### src/rtl/dmem_pkg.sv
// Shared types and constants for the data-memory responder.
package dmem_pkg;

  typedef enum logic [1:0] {
    IDLE = 2'd0,
    BUSY = 2'd1,
    RESP = 2'd2
  } dmem_state_e;

  localparam int DMEM_DEPTH_WORDS_DEF = 32;
  localparam int DMEM_LATENCY_DEF     = 10;

  // Ceiling log2; clog2(1) = 0.
  function automatic int clog2(input int value);
    int r;
    int v;
    r = 0;
    for (v = value - 1; v > 0; v = v >> 1) begin
      r = r + 1;
    end
    return r;
  endfunction

endpackage

### src/rtl/dmem_latency_counter.sv
// Loadable down-counter; done_o flags the final wait cycle (count == 1).
module dmem_latency_counter #(
  parameter int WIDTH = 4
) (
  input  logic             i_clk,
  input  logic             i_rst_n,
  input  logic             i_load,
  input  logic [WIDTH-1:0] i_load_val,
  input  logic             i_en,
  output logic             o_done
);

  logic [WIDTH-1:0] r_count;

  always_ff @(posedge i_clk or negedge i_rst_n) begin
    if (!i_rst_n) begin
      r_count <= '0;
    end else if (i_load) begin
      r_count <= i_load_val;
    end else if (i_en && (r_count != '0)) begin
      r_count <= r_count - 1'b1;
    end
  end

  assign o_done = (r_count == WIDTH'(1));

endmodule

### src/rtl/dmem_responder.sv
// Multi-cycle data-memory responder with fixed access latency.
// Optional DMEM_RANGE_CHECK_EN adds err_o for addresses beyond the array.
module dmem_responder
  import dmem_pkg::*;
#(
  parameter int DEPTH_WORDS = DMEM_DEPTH_WORDS_DEF,
  parameter int LATENCY     = DMEM_LATENCY_DEF
) (
  input  logic        clk_i,
  input  logic        start_i,
  input  logic        req_i,
  input  logic        we_i,
  input  logic [31:0] addr_i,
  input  logic [31:0] wdata_i,
  output logic        ack_o,
  output logic [31:0] rdata_o,
  output logic        busy_o,
`ifdef DMEM_RANGE_CHECK_EN
  output logic        err_o,
`endif
  output logic [1:0]  dbg_state_o
);

  localparam int IDX_W = clog2(DEPTH_WORDS);
  localparam int CNT_W = clog2(LATENCY + 1);

  // Handshake: a request is accepted at any rising edge in IDLE with req_i=1;
  // ack_o pulses for one cycle LATENCY cycles later, and the initiator must
  // drop req_i at the edge where it sees ack_o or a new transaction starts.

  dmem_state_e      r_state;
  dmem_state_e      w_state_next;
  logic [31:0]      r_mem [DEPTH_WORDS];
  logic             r_we;
  logic [IDX_W-1:0] r_idx;
  logic [31:0]      r_wdata;
  logic [31:0]      r_rdata;
  logic             r_err;

  logic             w_accept;
  logic             w_done;
  logic             w_enter_resp;
  logic [IDX_W-1:0] w_addr_idx;
  logic             w_addr_oor;
  logic [IDX_W-1:0] w_src_idx;
  logic             w_src_we;
  logic [31:0]      w_src_wdata;
  logic             w_src_err;
  logic             w_unused_addr;

  assign w_addr_idx    = addr_i[IDX_W+1:2];
  assign w_unused_addr = ^{addr_i[31:IDX_W+2], addr_i[1:0]};

`ifdef DMEM_RANGE_CHECK_EN
  assign w_addr_oor = ((addr_i >> (IDX_W + 2)) != 32'd0);
`else
  assign w_addr_oor = 1'b0;
`endif

  assign w_accept = (r_state == IDLE) && req_i;

  dmem_latency_counter #(
    .WIDTH (CNT_W)
  ) u_lat_cnt (
    .i_clk      (clk_i),
    .i_rst_n    (start_i),
    .i_load     (w_accept),
    .i_load_val (CNT_W'(LATENCY - 1)),
    .i_en       (r_state == BUSY),
    .o_done     (w_done)
  );

  always_comb begin
    w_state_next = r_state;
    case (r_state)
      IDLE: if (req_i) w_state_next = (LATENCY == 1) ? RESP : BUSY;
      BUSY: if (w_done) w_state_next = RESP;
      RESP: w_state_next = IDLE;
      default: w_state_next = IDLE;
    endcase
  end

  // With LATENCY=1 RESP is entered straight from IDLE, so use the live inputs.
  assign w_enter_resp = (w_state_next == RESP) && (r_state != RESP);
  assign w_src_idx    = (r_state == IDLE) ? w_addr_idx : r_idx;
  assign w_src_we     = (r_state == IDLE) ? we_i       : r_we;
  assign w_src_wdata  = (r_state == IDLE) ? wdata_i    : r_wdata;
  assign w_src_err    = (r_state == IDLE) ? w_addr_oor : r_err;

  always_ff @(posedge clk_i or negedge start_i) begin
    if (!start_i) begin
      r_state <= IDLE;
      r_we    <= 1'b0;
      r_idx   <= '0;
      r_wdata <= '0;
      r_rdata <= '0;
      r_err   <= 1'b0;
    end else begin
      r_state <= w_state_next;
      if (w_accept) begin
        r_we    <= we_i;
        r_idx   <= w_addr_idx;
        r_wdata <= wdata_i;
        r_err   <= w_addr_oor;
      end
      if (w_enter_resp) begin
        if (w_src_err)     r_rdata <= '0;
        else if (w_src_we) r_rdata <= w_src_wdata;
        else               r_rdata <= r_mem[w_src_idx];
      end
    end
  end

  // Store commits only on the edge leaving RESP, so a reset before then drops it.
  always_ff @(posedge clk_i) begin
    if ((r_state == RESP) && r_we && !r_err) begin
      r_mem[r_idx] <= r_wdata;
    end
  end

  assign ack_o       = (r_state == RESP);
  assign busy_o      = (r_state != IDLE);
  assign rdata_o     = r_rdata;
  assign dbg_state_o = r_state;
`ifdef DMEM_RANGE_CHECK_EN
  assign err_o       = (r_state == RESP) && r_err;
`endif

endmodule

### config.mk
export PLATFORM = sky130hd
export DESIGN_NAME = dmem_responder
export DESIGN_NICKNAME = d
export VERILOG_FILES = /design/src/rtl/dmem_pkg.sv /design/src/rtl/dmem_latency_counter.sv /design/src/rtl/dmem_responder.sv
export SDC_FILE = /design/constraint.sdc
export NUM_CORES = 1
export LEC_CHECK = 0
export BUFFER_PORTS_ARGS = -buffer_cell sky130_fd_sc_hd__buf_2
export CORE_UTILIZATION = 45
export DETAILED_ROUTE_END_ITERATION = 12
export PLACE_DENSITY = 0.69
export SYNTH_ARGS = -nofsm -noshare
export SYNTH_HDL_FRONTEND = slang
export SYNTH_SLANG_ARGS = --single-unit
### constraint.sdc
create_clock -name clk_i -period 3.65 [get_ports clk_i]
set_input_delay 0.73 -clock clk_i [delete_from_list [all_inputs] [get_ports clk_i]]
set_output_delay 0.73 -clock clk_i [all_outputs]
set_load 0.005 [all_outputs]
==> reports/metrics.yaml <==
irDropWorstVdd_mv: 0.657
vias_per_cell: 6.39
seq_area_frac_synth: 0.739
slew_viol_final: 0
cp_cell_sequence: "nor2_4 -> inv_2 -> buf_4 -> o21a_1 -> a221oi_1 -> a311oi_1 -> a211oi_1"
p_sw_mw: 15.5
grt_pass1_vias: 27500
synth_fp_nets: 3070
firstDrtPassIters: 12
clock_sinks: 1100
multi_input_area_mm2: 0.0108
violations: "design-rule violations"
rsz0062_at_grt: "false"
path_clk_slew_ps: 60
dieArea_mm2: 0.0994
cts.path.max_buffers: 3
power_density_mw_per_mm2: 838
crit_arrival_ps: 3820
endpoint_kind: "flip-flop"
clk_latency_ps: 690
final.period_utilization: 0.898
synth-async-reset-ratio: 0.0691
seq_area_mm2: 0.0327
fillers: 7827
dp_cells: 4304
ctsHoldBuffers: 0
place_area_mm2: 0.0472
synth_edf_count: 1024
yosysWarnings: 0
postRouteAntennaNets: 0
fin_skew_ps: 24.8
p_sw_frac: 0.364
r2r_cells: 7
die_w_um: 315
grt_first_pass_wirelength_um: 191000
critPathMaxStageDelay_ps: 770
portBuffers: 76
hold_viol_final: 0
crit_required_ps: 4190
antennaDiodeCount: 0
cts_max_level: 3
post_cts.repair.setup_buffers: 0
maxSlewHeadroom: 0.0709
seq_power_share: 0.419
drive_gt1_frac: 0.159
worstSetupStartpointType: "flip-flop"
vias: 28700
p_comb_frac: 0.320
finalSetupViolations: 0
ys_ff_latch: 1100
wirelength_um: 134000
grt_use_met1: 0.366
cts.repair.resized: 0
rows: 114
hpwl_um: 76200
cp_max_fo: 18
final_cells: 4499
initial_utilization: 0.456
fmax_mhz: 305
drt-initial-drc-count: 4146
tritoncts: "built"
internal-power_mw: 27.0
overflow: 0
syn_inst: 3000
busiest_layer: "met2"
io_pins: 104
slowest_stage: "o21a_1"
fin_nets: 3204
avgSynthCellArea_um2: 14.7
hold_path.class: "in2async"
grt_util_met2: 0.415
die_h_um: 315
antenna_found_initial: 2
worst_slew_pin_slew_ps: 1390
period_needed_ps: 3280
numCtsBuffers: 104
syn-cell-area_mm2: 0.0442
p_clk_frac: 0.261
avgRoutedWirePerCell_um: 29.7
fin_util: 0.523
gp_congestion: 0.847
grt_max_degree: 90
final_area_mm2: 0.0507
synth_cell_types: 69
fp.coreArea_mm2: 0.0970
area_growth_pct: 14.8
total_leakage_power_nw: 17.2
root_buffer: "clkbuf_16"
ys.flop_type: "edfxtp_1"
cap_viol_max_count: 0
status: "finished, violations left"
crit_type: "reg2reg"
grt_use_met3: 0.0590
grtUsageTotal: 0.267
setup_tns_ps: 0
route.detailed.drc: 1
==> final timing paths <==
path / startpoint / to / slack [ps]
min in group clk_i: addr_i[5] / r_idx[3] / 240
setup / recovery: dbg_state_o[1] / rdata_o[15] / 370
hold reg to reg: u_lat_cnt.r_count[0] / u_lat_cnt.r_count[0] / 530
max in group asynchronous: start_i / rdata_o[1] / 2620
setup reg to reg: dbg_state_o[1] / rdata_o[15] / 370
hold / removal: start_i / r_wdata[5] / 160
==> cell families (layout without fill, tap and decap cells) <==
logic type      count (synthesis)  after routing  share of synthesized area
compound gates                712            712                      0.108
simple gates                  772            772                     0.0796
buf+inv                       236            459                     0.0260
flops                        1100           1100                      0.739
xor+xnor                        1              1                   0.000198
mux                           177            177                     0.0462
fa+ha+maj                       2              2                   0.000566
==> synth_stat cells (all sizes together), types with 6 or more instances <==
cell type	instances	share of area
a221oi	14	0.0028
edfxtp	1024	0.70
clkbuf	138	0.012
mux4	17	0.0092
o2111a	16	0.0041
a32oi	36	0.0071
a21boi	13	0.0022
inv	14	0.0012
a21oi	155	0.018
o21ai	160	0.018
nand3	11	0.0012
nor4	16	0.0023
nand4	11	0.0016
a31oi	18	0.0025
o32ai	7	0.0014
a311oi	14	0.0028
o2111ai	11	0.0022
nor2	149	0.013
o2bb2ai	11	0.0022
o221ai	16	0.0032
and3	113	0.016
a22oi	14	0.0024
dfrtp	76	0.043
o211ai	25	0.0042
buf	84	0.013
mux2	28	0.0071
a2111oi	18	0.0039
mux2i	132	0.030
nand2b	6	0.00085
o22ai	16	0.0023
nand2	352	0.030
o21a	6	0.0010
a41oi	6	0.0012
o41ai	17	0.0034
nor3	89	0.010
a211oi	127	0.022
==> routing by layer <==
layer	wire length, um	vias to the layer above
li1	-	12000
met1	50600	14400
met2	61600	2040
met3	16200	345
met4	5190	2
met5	13	-
==> through the flow <==
stage	hold slack, ps	worst slack [ps]	power (mW)
after floorplan	434	232	25.5
after global placement	522	418	31.0
after detailed placement	529	323	31.3
after CTS	171	477	42.2
after global routing	194	301	43.9
final	156	372	42.5
==> sequential cells by signal, indices dropped and copies added, names as in the netlist <==
register           cells
dbg_state_o            2
r_idx                  5
r_mem               1024
r_wdata               32
r_we                   1
rdata_o               32
u_lat_cnt.r_count      4
==> critical path: cells and delay by family (launching register included) <==
| family | cells | cell delay, ps |
|---|---|---|
| simple gates | 1 | 160 |
| buf+inv | 2 | 840 |
| flops | 1 | 640 |
| compound gates | 4 | 1480 |
==> cell usage in the layout, fill, tap and decap left out, types with 13 or more instances in the layout <==
| master | netlist | routed |
|---|---|---|
| a2111oi_0 | 16 | 16 |
| a211oi_1 | 127 | 127 |
| a21oi_1 | 155 | 154 |
| a221oi_1 | 14 | 14 |
| a22oi_1 | 14 | 14 |
| a311oi_1 | 14 | 14 |
| a31oi_1 | 18 | 18 |
| a32oi_1 | 36 | 36 |
| and3_1 | 113 | 113 |
| buf_12 | 3 | 35 |
| buf_2 | 34 | 75 |
| buf_4 | 14 | 140 |
| clkbuf_1 | 138 | 17 |
| clkbuf_16 | 0 | 107 |
| clkbuf_8 | 0 | 16 |
| clkinv_1 | 0 | 16 |
| clkinv_2 | 0 | 20 |
| dfrtp_1 | 76 | 73 |
| edfxtp_1 | 1024 | 1024 |
| inv_1 | 14 | 13 |
| mux2_2 | 28 | 28 |
| mux2i_1 | 132 | 131 |
| nand2_1 | 351 | 348 |
| nor2_1 | 148 | 114 |
| nor2_4 | 0 | 34 |
| nor3_1 | 89 | 89 |
| nor4_1 | 16 | 16 |
| o2111a_1 | 16 | 16 |
| o211ai_1 | 25 | 25 |
| o21ai_0 | 148 | 147 |
| o221ai_1 | 16 | 16 |
| o22ai_1 | 16 | 16 |
| o41ai_1 | 17 | 17 |
==> cell type report <==
class                           instances  area share
Multi-Input combinational cell       1664       0.212
Sequential cell                      1100       0.644
Clock buffer                          140      0.0584
Clock inverter                         55      0.0112
Inverter                               14     0.00104
Timing Repair Buffer                  250      0.0419
Tap cell                             1276      0.0315
==> power groups by stage <==
stage               sequential [mW]  clock [mW]  combinational (mW)
global route                   17.9        11.6                14.3
global placement               17.9           0                13.1
floorplan                      17.3           0                8.16
CTS                            17.7        11.1                13.3
finish                         17.8        11.1                13.6
detailed placement             18.0           0                13.3
(Power assumes the default switching activity.)
